`src/rtl/picorv32_pcpi_div_iter_pkg.sv`:
```
// Shared types and decode constants for the iterative PCPI divider.
package picorv32_div_pkg;

  typedef enum logic [1:0] {
    OP_DIV  = 2'b00,
    OP_DIVU = 2'b01,
    OP_REM  = 2'b10,
    OP_REMU = 2'b11
  } div_op_t;

  typedef enum logic [1:0] {
    S_IDLE = 2'b00,
    S_INIT = 2'b01,
    S_RUN  = 2'b10,
    S_DONE = 2'b11
  } state_t;

  localparam logic [6:0] OPC_OP     = 7'b0110011;
  localparam logic [6:0] F7_MULDIV  = 7'b0000001;
  localparam logic [2:0] F3_DIV     = 3'b100;
  localparam logic [2:0] F3_DIVU    = 3'b101;
  localparam logic [2:0] F3_REM     = 3'b110;
  localparam logic [2:0] F3_REMU    = 3'b111;

  function automatic logic is_div_funct3(input logic [2:0] f3);
    return (f3 == F3_DIV) || (f3 == F3_DIVU) || (f3 == F3_REM) || (f3 == F3_REMU);
  endfunction

  function automatic div_op_t op_from_funct3(input logic [2:0] f3);
    div_op_t op;
    case (f3)
      F3_DIV:  op = OP_DIV;
      F3_DIVU: op = OP_DIVU;
      F3_REM:  op = OP_REM;
      default: op = OP_REMU;
    endcase
    return op;
  endfunction

endpackage

```
`src/rtl/picorv32_pcpi_div_iter_if.sv`:
```
// PCPI bus between the core (master) and the divide co-processor (slave).
interface picorv32_pcpi_div_iter_if #(
  parameter int unsigned XLEN = 32
);
  logic            pcpi_valid;
  logic [31:0]     pcpi_insn;
  logic [XLEN-1:0] pcpi_rs1;
  logic [XLEN-1:0] pcpi_rs2;
  logic            pcpi_wr;
  logic [XLEN-1:0] pcpi_rd;
  logic            pcpi_wait;
  logic            pcpi_ready;

  modport master (
    output pcpi_valid, pcpi_insn, pcpi_rs1, pcpi_rs2,
    input  pcpi_wr, pcpi_rd, pcpi_wait, pcpi_ready
  );

  modport slave (
    input  pcpi_valid, pcpi_insn, pcpi_rs1, pcpi_rs2,
    output pcpi_wr, pcpi_rd, pcpi_wait, pcpi_ready
  );
endinterface

```
`src/rtl/picorv32_pcpi_div_iter_step.sv`:
```
// One combinational restoring-division step; chained to resolve several quotient bits per cycle.
module picorv32_div_step #(
  parameter int unsigned XLEN = 32
) (
  input  logic [XLEN-1:0]   dividend_i,
  input  logic [2*XLEN-2:0] divisor_i,
  input  logic [XLEN-1:0]   mask_i,
  input  logic [XLEN-1:0]   quotient_i,
  output logic [XLEN-1:0]   dividend_c,
  output logic [2*XLEN-2:0] divisor_c,
  output logic [XLEN-1:0]   mask_c,
  output logic [XLEN-1:0]   quotient_c
);
  localparam int unsigned DW = 2 * XLEN - 1;

  logic take_c;

  // When the subtract is taken the divisor fits in XLEN bits, so its low slice is exact.
  assign take_c     = divisor_i <= DW'(dividend_i);
  assign dividend_c = take_c ? (dividend_i - divisor_i[XLEN-1:0]) : dividend_i;
  assign quotient_c = take_c ? (quotient_i | mask_i) : quotient_i;
  assign divisor_c  = divisor_i >> 1;
  assign mask_c     = mask_i >> 1;

endmodule

```
`src/rtl/picorv32_pcpi_div_iter.sv`:
```
// Iterative RV32M/RV64M DIV/DIVU/REM/REMU co-processor on the PCPI bus, STEPS quotient bits per cycle.
module picorv32_pcpi_div_iter
  import picorv32_div_pkg::*;
#(
  parameter int unsigned XLEN  = 32,
  parameter int unsigned STEPS = 1
) (
  input  logic                        clk,
  input  logic                        reset,
  picorv32_pcpi_div_iter_if.slave     pcpi
);
  localparam int unsigned N     = XLEN / STEPS;
  localparam int unsigned CNT_W = $clog2(N + 1);
  localparam int unsigned DW    = 2 * XLEN - 1;
  localparam logic [XLEN-1:0] MIN_INT = {1'b1, (XLEN-1)'(0)};

  if (!((XLEN == 32 || XLEN == 64) &&
        (STEPS == 1 || STEPS == 2 || STEPS == 4 || STEPS == 8) &&
        (XLEN % STEPS == 0))) begin : g_bad_cfg
    $error("picorv32_pcpi_div_iter: unsupported XLEN/STEPS combination");
  end

  state_t            state_q, state_d;
  div_op_t           op_q, op_d;
  logic [XLEN-1:0]   rs1_q, rs1_d;
  logic [XLEN-1:0]   rs2_q, rs2_d;
  logic [XLEN-1:0]   dividend_q, dividend_d;
  logic [DW-1:0]     divisor_q, divisor_d;
  logic [XLEN-1:0]   mask_q, mask_d;
  logic [XLEN-1:0]   quotient_q, quotient_d;
  logic [CNT_W-1:0]  cnt_q, cnt_d;
  logic              outsign_q, outsign_d;
  logic              wr_q, wr_d;
  logic [XLEN-1:0]   rd_q, rd_d;
  logic              wait_q, wait_d;
  logic              ready_q, ready_d;

  // Instruction decode; register/immediate fields are irrelevant here.
  logic [6:0] opcode_c;
  logic [6:0] funct7_c;
  logic [2:0] funct3_c;
  logic       dec_hit_c;
  logic       unused_insn_c;

  assign opcode_c      = pcpi.pcpi_insn[6:0];
  assign funct3_c      = pcpi.pcpi_insn[14:12];
  assign funct7_c      = pcpi.pcpi_insn[31:25];
  assign dec_hit_c     = (opcode_c == OPC_OP) && (funct7_c == F7_MULDIV) && is_div_funct3(funct3_c);
  assign unused_insn_c = ^{pcpi.pcpi_insn[24:15], pcpi.pcpi_insn[11:7]};

  // Operand classification on the latched operands.
  logic            is_signed_c;
  logic            is_rem_c;
  logic            rs1_neg_c;
  logic            rs2_neg_c;
  logic [XLEN-1:0] abs1_c;
  logic [XLEN-1:0] abs2_c;
  logic            div_zero_c;
  logic            overflow_c;

  assign is_signed_c = (op_q == OP_DIV) || (op_q == OP_REM);
  assign is_rem_c    = (op_q == OP_REM) || (op_q == OP_REMU);
  assign rs1_neg_c   = is_signed_c && rs1_q[XLEN-1];
  assign rs2_neg_c   = is_signed_c && rs2_q[XLEN-1];
  assign abs1_c      = rs1_neg_c ? (-rs1_q) : rs1_q;
  assign abs2_c      = rs2_neg_c ? (-rs2_q) : rs2_q;
  assign div_zero_c  = (rs2_q == '0);
  assign overflow_c  = is_signed_c && (rs1_q == MIN_INT) && (rs2_q == '1);

  // Chain of STEPS restoring steps evaluated in one cycle.
  logic [XLEN-1:0] ch_dvd [STEPS+1];
  logic [DW-1:0]   ch_dvs [STEPS+1];
  logic [XLEN-1:0] ch_msk [STEPS+1];
  logic [XLEN-1:0] ch_quo [STEPS+1];

  assign ch_dvd[0] = dividend_q;
  assign ch_dvs[0] = divisor_q;
  assign ch_msk[0] = mask_q;
  assign ch_quo[0] = quotient_q;

  for (genvar gi = 0; gi < STEPS; gi++) begin : g_step
    picorv32_div_step #(.XLEN(XLEN)) u_step (
      .dividend_i (ch_dvd[gi]),
      .divisor_i  (ch_dvs[gi]),
      .mask_i     (ch_msk[gi]),
      .quotient_i (ch_quo[gi]),
      .dividend_c (ch_dvd[gi+1]),
      .divisor_c  (ch_dvs[gi+1]),
      .mask_c     (ch_msk[gi+1]),
      .quotient_c (ch_quo[gi+1])
    );
  end

  logic [XLEN-1:0] quot_fin_c;
  logic [XLEN-1:0] rem_fin_c;
  logic [XLEN-1:0] result_c;

  assign quot_fin_c = ch_quo[STEPS];
  assign rem_fin_c  = ch_dvd[STEPS];
  assign result_c   = is_rem_c ? (outsign_q ? (-rem_fin_c)  : rem_fin_c)
                               : (outsign_q ? (-quot_fin_c) : quot_fin_c);

  // Next-state and output logic.
  always_comb begin
    state_d    = state_q;
    op_d       = op_q;
    rs1_d      = rs1_q;
    rs2_d      = rs2_q;
    dividend_d = dividend_q;
    divisor_d  = divisor_q;
    mask_d     = mask_q;
    quotient_d = quotient_q;
    cnt_d      = cnt_q;
    outsign_d  = outsign_q;
    wr_d       = 1'b0;
    rd_d       = '0;
    wait_d     = wait_q;
    ready_d    = 1'b0;

    case (state_q)
      S_IDLE: begin
        wait_d = 1'b0;
        if (pcpi.pcpi_valid && dec_hit_c && !ready_q) begin
          op_d    = op_from_funct3(funct3_c);
          rs1_d   = pcpi.pcpi_rs1;
          rs2_d   = pcpi.pcpi_rs2;
          wait_d  = 1'b1;
          state_d = S_INIT;
        end
      end
      S_INIT: begin
        if (!pcpi.pcpi_valid) begin
          wait_d  = 1'b0;
          state_d = S_IDLE;
        end else if (div_zero_c || overflow_c) begin
          wait_d  = 1'b0;
          ready_d = 1'b1;
          wr_d    = 1'b1;
          state_d = S_DONE;
          if (div_zero_c) rd_d = is_rem_c ? rs1_q : '1;
          else            rd_d = is_rem_c ? '0    : MIN_INT;
        end else begin
          dividend_d = abs1_c;
          divisor_d  = {abs2_c, (XLEN-1)'(0)};
          mask_d     = MIN_INT;
          quotient_d = '0;
          cnt_d      = CNT_W'(N);
          outsign_d  = (op_q == OP_DIV) ? (rs1_neg_c ^ rs2_neg_c) :
                       (op_q == OP_REM) ? rs1_neg_c : 1'b0;
          state_d    = S_RUN;
        end
      end
      S_RUN: begin
        if (!pcpi.pcpi_valid) begin
          wait_d  = 1'b0;
          state_d = S_IDLE;
        end else begin
          dividend_d = ch_dvd[STEPS];
          divisor_d  = ch_dvs[STEPS];
          mask_d     = ch_msk[STEPS];
          quotient_d = ch_quo[STEPS];
          cnt_d      = cnt_q - CNT_W'(1);
          if (cnt_q == CNT_W'(1)) begin
            wait_d  = 1'b0;
            ready_d = 1'b1;
            wr_d    = 1'b1;
            rd_d    = result_c;
            state_d = S_DONE;
          end
        end
      end
      S_DONE: begin
        wait_d  = 1'b0;
        state_d = S_IDLE;
      end
      default: begin
        wait_d  = 1'b0;
        state_d = S_IDLE;
      end
    endcase
  end

  always_ff @(posedge clk or posedge reset) begin
    if (reset) begin
      state_q    <= S_IDLE;
      op_q       <= OP_DIV;
      rs1_q      <= '0;
      rs2_q      <= '0;
      dividend_q <= '0;
      divisor_q  <= '0;
      mask_q     <= '0;
      quotient_q <= '0;
      cnt_q      <= '0;
      outsign_q  <= 1'b0;
      wr_q       <= 1'b0;
      rd_q       <= '0;
      wait_q     <= 1'b0;
      ready_q    <= 1'b0;
    end else begin
      state_q    <= state_d;
      op_q       <= op_d;
      rs1_q      <= rs1_d;
      rs2_q      <= rs2_d;
      dividend_q <= dividend_d;
      divisor_q  <= divisor_d;
      mask_q     <= mask_d;
      quotient_q <= quotient_d;
      cnt_q      <= cnt_d;
      outsign_q  <= outsign_d;
      wr_q       <= wr_d;
      rd_q       <= rd_d;
      wait_q     <= wait_d;
      ready_q    <= ready_d;
    end
  end

  assign pcpi.pcpi_wr    = wr_q;
  assign pcpi.pcpi_rd    = rd_q;
  assign pcpi.pcpi_wait  = wait_q;
  assign pcpi.pcpi_ready = ready_q;

endmodule
```
`src/flat_wrapper.sv`:
```
// flat-port wrapper written by rule: the top's interface ports become plain ports
module picorv32_pcpi_div_iter_flat import picorv32_div_pkg::*;
#(
  parameter int unsigned XLEN  = 32,
  parameter int unsigned STEPS = 1
)
  (clk, reset, pcpi_pcpi_valid, pcpi_pcpi_insn, pcpi_pcpi_rs1, pcpi_pcpi_rs2, pcpi_pcpi_wr, pcpi_pcpi_rd, pcpi_pcpi_wait, pcpi_pcpi_ready);
  picorv32_pcpi_div_iter_if #(.XLEN(XLEN)) pcpi_i ();
  input  logic clk;
  input  logic reset;
  input wire logic [$bits(pcpi_i.pcpi_valid)-1:0] pcpi_pcpi_valid;
  input wire logic [$bits(pcpi_i.pcpi_insn)-1:0] pcpi_pcpi_insn;
  input wire logic [$bits(pcpi_i.pcpi_rs1)-1:0] pcpi_pcpi_rs1;
  input wire logic [$bits(pcpi_i.pcpi_rs2)-1:0] pcpi_pcpi_rs2;
  output wire logic [$bits(pcpi_i.pcpi_wr)-1:0] pcpi_pcpi_wr;
  output wire logic [$bits(pcpi_i.pcpi_rd)-1:0] pcpi_pcpi_rd;
  output wire logic [$bits(pcpi_i.pcpi_wait)-1:0] pcpi_pcpi_wait;
  output wire logic [$bits(pcpi_i.pcpi_ready)-1:0] pcpi_pcpi_ready;
  assign pcpi_i.pcpi_valid = pcpi_pcpi_valid;
  assign pcpi_i.pcpi_insn = pcpi_pcpi_insn;
  assign pcpi_i.pcpi_rs1 = pcpi_pcpi_rs1;
  assign pcpi_i.pcpi_rs2 = pcpi_pcpi_rs2;
  assign pcpi_pcpi_wr = pcpi_i.pcpi_wr;
  assign pcpi_pcpi_rd = pcpi_i.pcpi_rd;
  assign pcpi_pcpi_wait = pcpi_i.pcpi_wait;
  assign pcpi_pcpi_ready = pcpi_i.pcpi_ready;
  picorv32_pcpi_div_iter #(.XLEN(XLEN), .STEPS(STEPS)) u_core (.clk(clk), .reset(reset), .pcpi(pcpi_i));
endmodule
```
`config.mk`:
```
export PLATFORM = sky130hd
export DESIGN_NAME = picorv32_pcpi_div_iter_flat
export DESIGN_NICKNAME = d
export VERILOG_FILES = /design/src/rtl/picorv32_pcpi_div_iter_pkg.sv /design/src/rtl/picorv32_pcpi_div_iter_if.sv /design/src/rtl/picorv32_pcpi_div_iter_step.sv /design/src/rtl/picorv32_pcpi_div_iter.sv /design/src/flat_wrapper.sv
export SDC_FILE = /design/constraint.sdc
export NUM_CORES = 1
export LEC_CHECK = 0
export CAP_MARGIN = 20
export CORE_ASPECT_RATIO = 0.7
export CORE_MARGIN = 3
export CORE_UTILIZATION = 62
export CTS_BUF_LIST = sky130_fd_sc_hd__clkbuf_8
export DETAILED_ROUTE_END_ITERATION = 6
export PLACE_DENSITY = 0.86
export REMOVE_ABC_BUFFERS = 1
export SLEW_MARGIN = 20
export SYNTH_ARGS = -nofsm -noshare
export SYNTH_HDL_FRONTEND = slang
export SYNTH_SLANG_ARGS = --single-unit
```
`constraint.sdc`:
```
create_clock -name clk -period 12.42 [get_ports clk]
set_clock_uncertainty 0.15 [all_clocks]
set_input_delay 2.484 -clock clk [delete_from_list [all_inputs] [get_ports clk]]
set_output_delay 2.484 -clock clk [all_outputs]
set_load 0.01 [all_outputs]
```
; Word level (Yosys, flattened, before mapping)
; Index checks and enable logic that the tools add are counted.
[op_classes]
n_reduce_logical = 24
n_eq_ne = 20
n_mux = 55
n_addsub = 6
bitwise_logic = 3
order_cmp = 1
[ops]
columns = operator, count
row1 = 32-bit 2-to-1 mux, 23
row2 = 32-bit one-hot mux with 2 select lines, 4
row3 = 63-bit 2-to-1 mux, 3
row4 = 32-bit negator, 4
row5 = 63-bit one-hot mux with 2 select lines, 1
row6 = "32-bit equality test, second input constant", 2
row7 = 63-bit by 32-bit less-or-equal comparator with 1-bit output, 1
row8 = 32-bit logical NOT, 1
row9 = 32-bit bitwise OR, 1
row10 = 32-bit subtractor, 1
row11 = 6-bit 2-to-1 mux, 3
row12 = "3-bit equality test, second input constant", 4
row13 = 1-bit 2-to-1 mux, 12
row14 = 6-bit one-hot mux with 2 select lines, 1
row15 = "2-bit equality test, second input constant", 4
row16 = 1-bit logical AND, 8
row17 = 2-bit 2-to-1 mux, 4
row18 = 2-bit one-hot mux with 4 select lines, 1
row19 = "7-bit by 1-bit equality test with 1-bit output, second input constant", 1
row20 = "7-bit by 6-bit equality test with 1-bit output, second input constant", 1
row21 = "6-bit by 1-bit equality test with 1-bit output, second input constant", 1
row22 = 1-bit logical OR, 6
row23 = "2-bit != test, second input constant", 3
row24 = "3-bit by 2-bit != test with 1-bit output, second input constant", 2
row25 = other kinds (14), 17
[totals]
out_inout_bits = 35
regBits = 268
word_cells = 122
input_bits = 99

; Longest topological paths before layout
[depth]
word_depth = 9
mapped_depth = 22
mapped_depth_nobuf = 18

; By module
; A second synthesis with hierarchy kept.
[hier_totals]
cells_unflattened = 2195
area_unflattened_um2 = 18931.9
[modules_own_cells]
columns = module, instances, area_per_inst_um2, cells_per_inst, seq_area_each_um2
row1 = picorv32_pcpi_div_iter, 1, 14875.5, 1620, 6706.4
row2 = picorv32_div_step, 1, 4056.4, 575, 0.0

; Worst setup path after synthesis
; Ideal clock, no wire load.
[synth_path]
path_kind = reg-to-reg
from = reg u_core.divisor_q[25]
to = reg u_core.rd_q[30] (netlist: u_core.pcpi.pcpi_rd[30])
arrival_time_ns = 4.209
setup_time_ns = 0.133
t_required_ns = 12.137
stages_incl_launch_ff = 23
period_less_slack_ns = 4.492
setup_slack_ns = 7.928
path_buffers = 4
path_cell_list = dfrtp_1 inv_1 ha_1 buf_2 nand2_1 o31ai_1 a21oi_1 or3b_1 a211oi_4 nor2_2 buf_2 buf_2 buf_2 a21oi_1 ha_1 and3_1 o311ai_0 nor2_1 nand4_1 nand3_1 o21ai_0 a221oi_1 o21ai_1
[synth_via]
elab_chain_cells = 8
word_cells_on_any_way = 12
classes_between = add/sub (3) / order compare (1) / mux (8)
[synth_rtl]
columns = element, line
row1 = from (decl), picorv32_pcpi_div_iter.sv:28  ; logic [DW-1:0] divisor_q, divisor_d;
row2 = from (signal assigned), picorv32_pcpi_div_iter.sv:205  ; divisor_q <= divisor_d;
row3 = 63-bit by 32-bit less-or-equal comparator with 1-bit output / 32-bit subtractor (equally long branches), "picorv32_pcpi_div_iter_step.sv:19, picorv32_pcpi_div_iter_step.sv:20"
row4 = "32-bit 2-to-1 mux, on equally long branches", "picorv32_pcpi_div_iter_step.sv:21, picorv32_pcpi_div_iter_step.sv:20"
row5 = "32-bit negator, on equally long branches", "picorv32_pcpi_div_iter.sv:101, picorv32_pcpi_div_iter.sv:100"
row6 = "32-bit 2-to-1 mux, on equally long branches", "picorv32_pcpi_div_iter.sv:101, picorv32_pcpi_div_iter.sv:100"
row7 = 32-bit 2-to-1 mux *, picorv32_pcpi_div_iter.sv:100  ; assign result_c = is_rem_c ? (outsign_q ? (-rem_fin_c) : rem_fin_c)
row8 = 32-bit 2-to-1 mux *, picorv32_pcpi_div_iter.sv:163  ; if (cnt_q == CNT_W'(1)) begin
row9 = 32-bit 2-to-1 mux *, picorv32_pcpi_div_iter.sv:154  ; if (!pcpi.pcpi_valid) begin
row10 = 32-bit one-hot mux with 2 select lines *, picorv32_pcpi_div_iter.sv:120  ; case (state_q)
row11 = named net u_core.rd_d[30], picorv32_pcpi_div_iter.sv:34  ; logic [XLEN-1:0] rd_q, rd_d;
row12 = to (signal assigned), picorv32_pcpi_div_iter.sv:211  ; rd_q <= rd_d;
row13 = to (decl), picorv32_pcpi_div_iter.sv:34
; Mark *: on every way through the listed nets, which the timed path passes. The rest lies on a longest branch.
; A chain may end at the register's enable or synchronous reset.

; Final worst setup path
[layout_path]
from = reg u_core.divisor_q[10]
to = reg u_core.rd_q[28] (netlist: u_core.pcpi.pcpi_rd[28])
; Same word-level chain as after synthesis.

==> out/metrics.csv <==
metric,value,unit
rr_startpoint,u_core.divisor_q[10],
slew_headroom,19.1,%
antenna_found_initial,1,
dr_total_vias,17400,
fin_crit_sh,46.6,%
dp_hpwl,39600,um
start_util,63.8,%
dp_slack,6640,ps
status,finished clean,
syn_to_final_growth,12.1,%
timing.final.ws_setup,6630,ps
ys_ff_latch,268,
hold_path_depth,2,
die_h,148,um
cts_sinks,268,
min_from,u_core.divisor_q[37],
dp.cells,2534,
ys_types,90,
power_density,237,nW/um^2
synthTopCellsByArea,"dfrtp_1, a21oi_1, o21ai_0, ha_1, nand2_1",
synth-async-reset-ratio,100,%
finalSetupViolCount,0,
tightestPinTransition,1210,ps
max_freq,0.173,GHz
drc,0,
grt_pass1_vias,16000,
final_nets,2383,
synth_ff_type,dfrtp_1,
clock_latency,600,ps
seq_area_frac_synth,37.4,%
rsz0062_at_grt,false,
cp.arrival,6060,ps
grt_pass1_wl,86700,um
drt-pass1-iter-count,6,
routedWlPerCell,21.2,um
port_buffers,118,
fin_setup_tns,0,ps
drtIter0Drc,2199,
crit_required,12690,ps
boundaryPins,134,
htree_levels,2,
drive_gt1_share,8.86,%
clockBufferDepth,3,
cts_hold_buf,0,
layout_commonest_cell,dfrtp_1,
post-route-util,71.5,%
via_per_inst,6.66,
die_w,209,um
hold_ws,359,ps
hold_viol_final,0,
clk_pin_slew_worst_paths,70,ps
synth_area,17900,um^2
leakage,9.10,nW
hold_end,u_core.divisor_q[37],
numCtsBuffers,44,
vdd_drop_max,0.000206,V
rows,51,
postCtsResizedCells,0,
rr_worst_depth,16,
core,28100,um^2
cts_tree,done,
netlist_instances,2153,
gp_congestion,0.950,
fin_crit,5790,ps
grt_overflow,0,
crit_fanout,44,
cp-start-kind,flip-flop,
cap_violations,0,
r2r_slack,6630,ps
layoutNonFillerInstCount,2605,
cts_setup_buffers,0,
synth_top_area_share,37.4,%
synth-edff-count,0,
grt_max_degree,123,
wl,55200,um
crit_type,reg2reg,
most-common-layout-cells,"dfrtp_1, a21oi_1, nand2_1, o21ai_0, nor2_1",
cts-root-buf,clkbuf_8,
postSynthAreaPerCell,8.34,um^2
grt_usage,34.5,%
cp-end-kind,flip-flop,
antenna_left,0,
yosys_warnings,0,
hp-class,reg2reg,
die_area,31100,um^2
diodes,0,
drv_slew,0,
synth_top_area_cell,dfrtp_1,
r2r_end,u_core.pcpi.pcpi_rd[28],
worst max-delay path, cell delays in order, from the launching register on:
cell and delay, ps:
dfrtp_1 400, inv_1 70, ha_1 530, nand3_1 250
nor4_1 580, nand4_1 250, nor2_1 280, a211o_2 350
nand2_2 210, buf_4 340, a21oi_1 370, ha_1 390
nand3_1 370, nand4bb_1 450, o21ai_1 260, xnor2_1 190
o221ai_1 170
area by class of cell:
type / count / area, um^2
Inverter: 91 / 349
Tap cell: 371 / 464
Clock buffer: 57 / 785
Sequential cell: 268 / 6710
Fill cell: 2154 / 8020
Multi-Input combinational cell: 1664 / 10400
Clock inverter: 14 / 65.1
Timing Repair Buffer: 140 / 1350
metal layers:
metal	track usage, %	vias to the layer above	part of all wire [%]
met5	0	-	0.024
met4	9.50	2	2.6
met3	9.17	141	11
met2	52.2	988	44
met1	49.2	8413	42
li1	-	7806	-
report_power, final:
part           total (mW)  internal, mW  switching, mW
Combinational        2.92         0.945           1.98
Clock               0.777         0.408          0.369
Sequential           1.06         0.973         0.0909
Total                4.77          2.33           2.44
kinds of logic after synthesis:
logic type               share of synthesized area [%]
buffers and inverters                             4.89
multiplexers                                      4.48
flip-flops                                        37.4
XOR/XNOR                                          5.91
adder cells (fa/ha/maj)                           5.27
AND/OR/NAND/NOR                                   19.8
AO/OA/AOI/OAI                                     22.2
synth_stat cells (all sizes together), types with 4 or more instances:
cell type  count
o21ai        208
a31o           4
buf           57
inv           91
nand2        233
nor2         197
dfrtp        268
or2            7
nor2b         12
ha            74
a2111oi        5
or3           21
o211ai        24
o21a           9
and4           4
mux2          65
xor2          47
a211o          8
and3           8
a221oi         7
a32oi          7
and2           9
nand2b        13
nor3b          4
o31ai         16
clkbuf        73
o2111ai        4
nor4          28
o41ai         13
nor3          39
a21boi         4
a21o          18
mux2i          5
a211oi         8
nand3        104
xnor2         74
a21oi        233
nand4         33
o21bai         6
o221ai        14
or4           16
a31oi         21
nand3b         7
a22oi         12
o22ai          6
registers in the layout (all words and copies together), names as in the netlist, 2 cells and up:
register             flops
u_core.divisor_q        63
u_core.dividend_q       32
u_core.mask_q           32
u_core.pcpi.pcpi_rd     32
u_core.quotient_q       32
u_core.rs1_q            32
u_core.rs2_q            32
u_core.cnt_q             6
u_core.op_q              2
u_core.state_q           2
worst max-delay path by stage:
stage                                    start                 endpoint  slack, ps  cells past startpoint
final                     u_core.divisor_q[10]  u_core.pcpi.pcpi_rd[28]       6630                     16
after global routing      u_core.divisor_q[10]  u_core.pcpi.pcpi_rd[31]       6370                     15
after CTS                 u_core.divisor_q[10]  u_core.pcpi.pcpi_rd[31]       6860                     15
after detailed placement       pcpi_pcpi_valid    u_core.dividend_q[24]       6640                      7
after global placement         pcpi_pcpi_valid    u_core.dividend_q[21]       6790                      7
after floorplan                          reset          u_core.cnt_q[0]       2400                      1
stage by stage:
step / area [um^2] / power [mW]
floorplan: 17400 / 3.08
finish: 20100 / 4.77
detailed placement: 19300 / 3.88
global placement: 19300 / 3.83
CTS: 20100 / 4.67
global route: 20100 / 5.04
Note: power is estimated with default switching activity, not from simulation.
